==> src/rtl/hazard_ctrl.sv <==
`default_nettype none
// ============================================================================
//  Module   : hazard_ctrl
//  Purpose  : Five-stage pipeline hazard unit. Produces the forwarding
//             selects, the load-use and branch-operand stalls, and sequences
//             a multi-cycle divide that is held in Execute.
//  Revision : 1.0  initial release
// ============================================================================
module hazard_ctrl #(
    parameter int DIV_CYCLES = 32
) (
    input  logic       clk,
    input  logic       rst,
    input  logic [4:0] rsD,
    input  logic [4:0] rtD,
    input  logic       branchD,
    input  logic       jumpregD,
    input  logic [4:0] rsE,
    input  logic [4:0] rtE,
    input  logic [4:0] writeregE,
    input  logic       regwriteE,
    input  logic       memtoregE,
    input  logic       divstartE,
    input  logic [4:0] writeregM,
    input  logic       regwriteM,
    input  logic       memtoregM,
    input  logic [4:0] writeregW,
    input  logic       regwriteW,
    output logic       forwardaD,
    output logic       forwardbD,
    output logic [1:0] forwardaE,
    output logic [1:0] forwardbE,
    output logic       stallF,
    output logic       stallD,
    output logic       stallE,
    output logic       flushE,
    output logic       flushM,
    output logic       divbusy,
    output logic       divdone
);

    localparam int              CNT_W    = $clog2(DIV_CYCLES);
    localparam logic [CNT_W-1:0] CNT_LOAD = CNT_W'(DIV_CYCLES - 2);

    typedef enum logic [1:0] {
        S_IDLE = 2'd0,
        S_BUSY = 2'd1,
        S_DONE = 2'd2
    } state_t;

    state_t           state_q, state_d;
    logic [CNT_W-1:0] cnt_q, cnt_d;

    logic       w_lwstall;
    logic       w_branchstall;
    logic       w_divstall;

    // Hazard detection; register 0 is never a real dependency
    always_comb begin
        w_lwstall = memtoregE && (rtE != 5'd0) &&
                    ((rtE == rsD) || (rtE == rtD));
        w_branchstall = (branchD || jumpregD) && (
            (regwriteE && (writeregE != 5'd0) &&
                ((writeregE == rsD) || (writeregE == rtD))) ||
            (memtoregM && (writeregM != 5'd0) &&
                ((writeregM == rsD) || (writeregM == rtD))));
        w_divstall = ((state_q == S_IDLE) && divstartE) || (state_q == S_BUSY);
    end

    // Divider sequencer next state; the div seen in DONE is the same one
    always_comb begin
        state_d = state_q;
        cnt_d   = cnt_q;
        case (state_q)
            S_IDLE: begin
                if (divstartE) begin
                    state_d = S_BUSY;
                    cnt_d   = CNT_LOAD;
                end
            end
            S_BUSY: begin
                if (cnt_q == '0) begin
                    state_d = S_DONE;
                end else begin
                    cnt_d = cnt_q - CNT_W'(1);
                end
            end
            S_DONE:  state_d = S_IDLE;
            default: state_d = S_IDLE;
        endcase
    end

    // Divider sequencer state register
    always_ff @(posedge clk) begin
        if (rst) begin
            state_q <= S_IDLE;
            cnt_q   <= '0;
        end else begin
            state_q <= state_d;
            cnt_q   <= cnt_d;
        end
    end

    // Output decode: divide stall outranks data hazards; reset zeroes all
    always_comb begin
        forwardaE = 2'b00;
        forwardbE = 2'b00;
        forwardaD = 1'b0;
        forwardbD = 1'b0;
        stallF    = 1'b0;
        stallD    = 1'b0;
        stallE    = 1'b0;
        flushE    = 1'b0;
        flushM    = 1'b0;
        divbusy   = 1'b0;
        divdone   = 1'b0;
        if (!rst) begin
            if ((rsE != 5'd0) && regwriteM && (writeregM == rsE)) begin
                forwardaE = 2'b10;
            end else if ((rsE != 5'd0) && regwriteW && (writeregW == rsE)) begin
                forwardaE = 2'b01;
            end
            if ((rtE != 5'd0) && regwriteM && (writeregM == rtE)) begin
                forwardbE = 2'b10;
            end else if ((rtE != 5'd0) && regwriteW && (writeregW == rtE)) begin
                forwardbE = 2'b01;
            end
            forwardaD = (rsD != 5'd0) && regwriteM && (writeregM == rsD);
            forwardbD = (rtD != 5'd0) && regwriteM && (writeregM == rtD);
            divbusy   = w_divstall;
            divdone   = (state_q == S_DONE);
            if (w_divstall) begin
                stallF = 1'b1;
                stallD = 1'b1;
                stallE = 1'b1;
                flushM = 1'b1;
            end else if (w_lwstall || w_branchstall) begin
                stallF = 1'b1;
                stallD = 1'b1;
                flushE = 1'b1;
            end
        end
    end

endmodule
`default_nettype wire

==> config.mk <==
export PLATFORM = sky130hd
export DESIGN_NAME = hazard_ctrl
export DESIGN_NICKNAME = d
export VERILOG_FILES = /design/src/rtl/hazard_ctrl.sv
export SDC_FILE = /design/constraint.sdc
export NUM_CORES = 1
export LEC_CHECK = 0
export CORE_ASPECT_RATIO = 1.25
export CORE_MARGIN = 5
export CORE_UTILIZATION = 40
export DETAILED_ROUTE_END_ITERATION = 8
export PLACE_DENSITY_LB_ADDON = 0.25
export REMOVE_ABC_BUFFERS = 1
export SYNTH_ARGS = -nofsm -noshare
export SYNTH_HDL_FRONTEND = slang
export SYNTH_SLANG_ARGS = --single-unit
==> constraint.sdc <==
create_clock -name clk -period 2.4 [get_ports clk]
set_input_delay 0.48 -clock clk [delete_from_list [all_inputs] [get_ports clk]]
set_output_delay 0.48 -clock clk [all_outputs]
set_load 0.01 [all_outputs]
==> impl_results.md, run 1 <==
- Post-synth cell types: 31
- Initial Util: 42.1%
- Inserted Clock Buffers: 3
- Worst-Skew Late Latency: 0.25 ns
- Post-CTS Hold Fix Bufs: 0
- Core area: between 0.002 and 0.003 mm^2
- DP Wirelength: between 3 and 4 mm
- CTS Sinks: 7
- Share of the synthesized area in the top cell type: between 20% and 30%
- Worst Tran Pin Value: ~0.46 ns
- Cell area power density: a little over 300 mW/mm^2
- GR Layer Usage met1: 19.7%
- Worst Path Max Fanout: 3
- Fmax: about 420 MHz
- I/O pins: just under 60
- Commonest cells after routing, fill and taps aside: xnor2_1 (33), buf_4 (32), xor2_1 (19), dlygate4sd2_1 (19), clkdlybuf4s50_1 (14)
- First-pass GRT wire length: 6.31 mm
- Met2 usage: approximately 36%
- Sequential-to-total area share from yosys stat: around 12%
- Clk_skew: about 0.0032 ns
- DRT iter0 DRCs: 41
- Fin util: between 70% and 80%
- Synth Cell Area: about 0.0011 mm^2
- Area delta synth->final: 74.6%
- Area leader, netlist: xnor2_1
- Drt wl/cell: roughly 15 um
- Mapped Cells: 151
- PortBufs: 57
- Seq cells post-synth: 7
- Clk slew on worst S/H paths: 0.05 ns
- Met3 Use GR: 3.13%
- Yosys Warn Count: 0
- Critical Path End Type: output pin
- Routability cong.: between 0.9 and 1
- Gr usage total: 19.2%
- Hold crit path type: flop to flop
- Largest net degree at the start of global routing: 13
- Final Setup Violations: 0
- Post-route DRC: 0
- Share of cells above drive strength 1: between 20% and 30%
- Top post-synthesis cells by area: xnor2_1 (26%), xor2_1 (14%), dfxtp_1 (12%)
- CTS Root Cell: clkbuf_4
- Initial antenna violation count: 0
- WHS: a little over 0.5 ns
- Top Usage Layer GRT: met2
- Leakage: ~0.87 nW
- # diodes: 0
- FF-to-FF setup slack: approximately 0.66 ns
- FP Rows: 21
- Vias in the first global route: 1488
- Critical Path Source Type: input port
- Total global routing overflow: 0
- Crit path arrival time: between 1.5 and 2 ns
- Fin Setup TNS: 0 ns
- Final min period: about 2.4 ns
- Die Ht: 69.9 um
- Slew Viols, Final: 0
- Deepest clock path buffer count: 2
- Die width: between 50 and 60 um
- Vias per cell: slightly above 5
- DR pass1 iterations: 4
- Mapped Avg Cell Area: about 7.6 um^2
- Final worst-path cycle share: a little over nine tenths
- Vias: roughly 1400
- Worst VDD drop: 0.234 mV
- # H-tree levels: 1
- Final hold violations: 0
- Critical path type: input port to output pin
- Max cap viols: 0
- WP data required: ~1.9 ns
- Status: completed
- Final Total Pwr: around 0.00062 W
- Most common cell after layout, fill and taps aside: xnor2_1
- Total Wirelength: roughly 4 mm
- DRT antenna net count: 0
- Max_slew headroom: approximately 70%
- Nets: around 280
- Unrepaired setup endpoints after global routing: true
- Die ar.: between 0.004 and 0.005 mm^2
- CTS tree: done
[power breakdown]
part,switching [W],total (W),leakage [nW],internal (W)
Combinational,0.000168,0.000359,0.798,0.000190
Clock,0.0000440,0.000108,0.0150,0.0000635
Sequential,0.0000182,0.000154,0.0582,0.000136
Total,0.000230,0.000620,0.872,0.000390
[Yosys cell counts]
master and instances:
xnor2_1 34, xor2_1 19, nor2_1 11, nor3_1 9
dfxtp_1 7, nand3_1 7, a21oi_1 6, buf_2 5
nand2_1 5, clkbuf_1 4, nand4_1 4, nor3b_1 4
o21ai_0 4, buf_4 3, nand2b_1 3, nor2b_1 3
or4_1 3, a211oi_1 2, buf_6 2, ha_1 2
inv_1 2, nor4_1 2, nor4_2 2, a31oi_1 1
a41oi_1 1, and2b_1 1, nor2_4 1, nor4b_1 1
o21bai_1 1, o221ai_1 1, or4_4 1
[through the flow]
step                worst slack [ns]  cell area [um^2]  instances
finish                        0.0379              2010        265
global route                 -0.0131              2010        265
CTS                         0.000924              1940        263
detailed placement            -0.728              1900        257
global placement              -0.672              1900        257
floorplan                      0.301              1060        137
[kinds of logic (layout without fill, tap and decap cells)]
| kind of cell | Yosys count | in the layout | synth area share [%] |
|---|---|---|---|
| buffers and inverters | 16 | 96 | 8.05 |
| xor gates and xnor gates | 53 | 53 | 40.4 |
| and+or+nand+nor | 57 | 57 | 28.8 |
| adders and majority gates | 2 | 2 | 2.18 |
| DFF | 7 | 7 | 12.2 |
| AOI/OAI and AO/OA | 16 | 16 | 8.38 |
[worst max-delay path, cell delays in order]
cell and delay (ns):
clkdlybuf4s15_1 0.24, buf_4 0.18, or4_1 0.50, nor2_1 0.13, nor3b_2 0.06, dlygate4sd2_1 0.28
[routing by layer]
layer	vias up	part of all wire [%]
li1	674	-
met1	639	39
met2	48	55
met3	9	4.8
met4	0	1.7
met5	-	0
[path summary, 6_finish.rpt]
path,end,startpoint,depth (start not counted)
setup / recovery,forwardaD,rsD[2],6
hold / removal,cnt_q[0],cnt_q[0],1
hold reg to reg,cnt_q[0],cnt_q[0],1
setup reg to reg,cnt_q[4],cnt_q[0],7
[cell type report]
class	instances	area, um^2
Sequential cell	7	140
Clock buffer	4	26.3
Timing Repair Buffer	90	779
Inverter	2	7.51
Tap cell	34	42.5
Fill cell	219	724
Multi-Input combinational cell	128	1010
[timing repair]
| item | CTS | global route |
|---|---|---|
| setup endpoints to repair | 10 | 11 |
| buffers inserted | 2 | 2 |
| pin swaps | 11 | 13 |
| resized for setup | 85 | 22 |
[registers in the layout, summed over array words and instances (netlist names)]
register  flops
cnt_q         5
state_q       2
Note: power is estimated with default switching activity, not from simulation.
==> run 2: changes to the inputs <==
- CORE_MARGIN: 5 -> 4
- CORE_UTILIZATION: 40 -> 43
- clock period: 2.4 -> 3 ns (I/O delays scaled with it)
==> run 2 against run 1 <==
Global-route usage increased by 3.2 points. Register-to-register slack gained 0.61 ns. Routed wire length fell by 4.9%. Total power decreased by 21%. Worst setup slack improved by 0.021 ns. Sequential cell count stayed put. Non-clock buffer count is 4 lower.
==> impl_results.md, run 2 (same netlist as run 1, synthesis figures left out) <==
- Layout fillers: 187 (was 219)
- DR WL met3: 140 um (was 191 um)
- Crit path largest cell delay: 0.58 ns (was 0.50 ns)
- Deepest clock path buffer count: 2 (unchanged)
- CP endpoint: forwardbE[0] (was forwardaD)
- Core area: 0.00250 mm^2 (was 0.00273 mm^2)
- Drt wl/cell: 14.6 um (was 15.0 um)
- Critical Path End Type: output pin (unchanged)
- Area delta synth->final: 67.9% (was 74.6%)
- Comb power frac: 57.3% (was 57.8%)
- Setup WS pre-CTS: -0.342 ns (was -0.728 ns)
- FF-to-FF setup slack: 1.27 ns (was 0.66 ns)
- Worst Path Max Fanout: 2 (was 3)
- Vias: 1347 (was 1370)
- Post-route DRC: 0 (unchanged)
- Final worst setup slack: 0.0584 ns (was 0.0379 ns)
- R2r endpoint: cnt_q[4] (unchanged)
- Vias per cell: 5.18 (was 5.17)
- Nets: 275 (was 279)
- Critical Path Source Type: input port (unchanged)
- Gr usage total: 22.5% (was 19.2%)
- Routed wl met2: 2.06 mm (was 2.18 mm)
- Clk network pwr share: 17.6% (was 17.3%)
- Initial Util: 46.0% (was 42.1%)
- Uppermost layer routed: met4 (unchanged)
- Unrepaired setup endpoints after global routing: false (was true)
- Vias in the first global route: 1420 (was 1488)
- Register name with the most flops: cnt_q (unchanged)
- Worst-Skew Late Latency: 0.26 ns (was 0.25 ns)
- Critical path's slowest cell: or4_4 (was or4_1)
- Largest net degree at the start of global routing: 13 (unchanged)
- Multi-input gate area: 955 um^2 (was 0.00101 mm^2)
- Critical Path Most Common Cell: nor4_2
- DR pass1 iterations: 4 (unchanged)
- Max cap viols: 0 (unchanged)
- Worst VDD drop: 0.192 mV (was 0.234 mV)
- Worst Tran Pin Value: 0.477 ns (was 0.458 ns)
- Max_slew headroom: 67.7% (was 69.0%)
- Total global routing overflow: 0 (unchanged)
- Most common cell after layout, fill and taps aside: clkdlybuf4s50_1 (was xnor2_1)
- FP Rows: 20 (was 21)
- Worst-path cell chain: clkdlybuf4s50_1, or4_4, nor2_4, nor4_2, buf_4, nor4_2, buf_2 (was clkdlybuf4s15_1, buf_4, or4_1, nor2_1, nor3b_2, dlygate4sd2_1)
- Critical path type: input port to output pin (unchanged)
- WP data required: 2.40 ns (was 1.92 ns)
- Final Setup Violations: 0 (unchanged)
- Die width: 54.3 um (was 58.0 um)
- Initial antenna violation count: 0 (unchanged)
- Die ar.: 0.00357 mm^2 (was 0.00405 mm^2)
- CTS tree: done (unchanged)
- Status: completed (unchanged)
- CTS Root Cell: clkbuf_4 (unchanged)
- Final worst-path cycle share: 98.1%
- DRT iter0 DRCs: 17 (was 41)
- Final min period: between 2 and 3 ns
- I/O pins: 58 (unchanged)
- Largest regs: cnt_q x5, state_q x2 (unchanged)
- Fmax: 340 MHz
- Critical Path Start: rtE[1] (was rsD[2])
- DRT antenna net count: 0 (unchanged)
- Largest register FFs: 5 (unchanged)
- Post-CTS Hold Fix Bufs: 0 (unchanged)
- Int Power: 0.000314 W (was 0.000390 W)
- First-pass GRT wire length: 5.84 mm (was 6.31 mm)
- Fin util: 77.1% (was 73.5%)
- Clk slew on worst S/H paths: 0.05 ns (about the same)
- Crit path arrival time: 2.34 ns (was 1.88 ns)
- Part of the power in registers: 25.1% (was 24.8%)
- CTS Sinks: 7 (unchanged)
- R2r startpoint: cnt_q[0] (unchanged)
- Cell area power density: 254 mW/mm^2 (was 309 mW/mm^2)
- M1 WL: 1.48 mm (was 1.54 mm)
- DP Wirelength: 3.34 mm (was 3.26 mm)
- Leakage: 0.773 nW (was 0.872 nW)
- Clk_skew: 0.00728 ns (was 0.00320 ns)
- Commonest cells after routing, fill and taps aside: clkdlybuf4s50_1 (38), xnor2_1 (34), buf_4 (29) (was xnor2_1 (33), buf_4 (32), xor2_1 (19), dlygate4sd2_1 (19), clkdlybuf4s50_1 (14))
- # H-tree levels: 1 (unchanged)
- Final hold violations: 0 (unchanged)
- Sw Share: 35.9% (was 37.1%)
- Inserted Clock Buffers: 3 (unchanged)
- Slew Viols, Final: 0 (unchanged)
- Psw: 0.000176 W (was 0.000230 W)
- FF-to-FF path depth: 7 (unchanged)
- # diodes: 0 (unchanged)
- Hold crit path type: flop to flop (unchanged)
- Sequential cell area: 140 um^2 (unchanged)
- Routability cong.: 0.979 (was 0.983)
- Share of cells above drive strength 1: 20.7% (was 29.0%)
- PortBufs: 57 (unchanged)
- Total Wirelength: 3.79 mm (was 3.98 mm)
- Die Ht: 65.8 um (was 69.9 um)
[run 2: changes by cell type in the layout (fill, tap and decap cells not counted), sizes merged]
cell	delta
clkbuf	-1
dlymetal6s2s	-5
clkdlybuf4s50	+24
buf	-11
clkdlybuf4s15	-6
dlygate4sd1	+1
dlygate4sd2	-6
[run 2: how the worst min path moves through the flow]
stage,start,to,cells past startpoint
6_report,cnt_q[0],cnt_q[0],1
5_1_grt,cnt_q[0],cnt_q[0],1
4_1_cts,cnt_q[0],cnt_q[0],1
3_5_place_dp,cnt_q[0],cnt_q[0],1
3_3_place_gp,cnt_q[0],cnt_q[0],1
2_1_floorplan,cnt_q[0],cnt_q[0],1
[run 2: worst max-delay path, delay by kind of cell]
family,cells,cell delay [ns]
simple gates,4,1.00
buf+inv,3,0.75
[run 2: layout make-up]
class / instances / area share (%)
Clock buffer: 4 / 1.36
Multi-Input combinational cell: 128 / 49.4
Inverter: 2 / 0.389
Sequential cell: 7 / 7.26
Timing Repair Buffer: 86 / 39.4
Tap cell: 33 / 2.14
[run 2: power by group through the flow]
| stage | Clock [W] | Combinational [W] | Sequential [W] |
|---|---|---|---|
| 2_1_floorplan | 0 | 0.000128 | 0.000121 |
| 3_3_place_gp | 0 | 0.000273 | 0.000123 |
| 3_5_place_dp | 0 | 0.000283 | 0.000124 |
| 4_1_cts | 0.0000907 | 0.000282 | 0.000123 |
| 5_1_grt | 0.0000922 | 0.000305 | 0.000124 |
| 6_report | 0.0000863 | 0.000280 | 0.000123 |
[run 2: repair_timing]
item                                    in CTS  in global routing
endpoints found under the setup margin       9                  4
resized for setup                           29                  9
pin swaps                                    1                  1
buffers inserted                             1                  0
[run 2: metal layers]
metal / track usage (%) / vias up
met5: 0 / -
met4: 12.1 / 0
met3: 1.35 / 8
met2: 42.5 / 38
met1: 23.1 / 635
li1: - / 666
[run 2: per-stage QoR]
stage / power [W] / cells / hold WS [ns] / instance area [um^2] / setup TNS (ns)
after global routing: 0.000521 / 260 / 0.529 / 1930 / 0
after detailed placement: 0.000407 / 255 / 0.497 / 1890 / -1.96
after floorplan: 0.000249 / 137 / 0.456 / 1060 / 0
after CTS: 0.000495 / 260 / 0.504 / 1930 / 0
final: 0.000490 / 260 / 0.502 / 1930 / 0
after global placement: 0.000396 / 255 / 0.483 / 1890 / -1.68
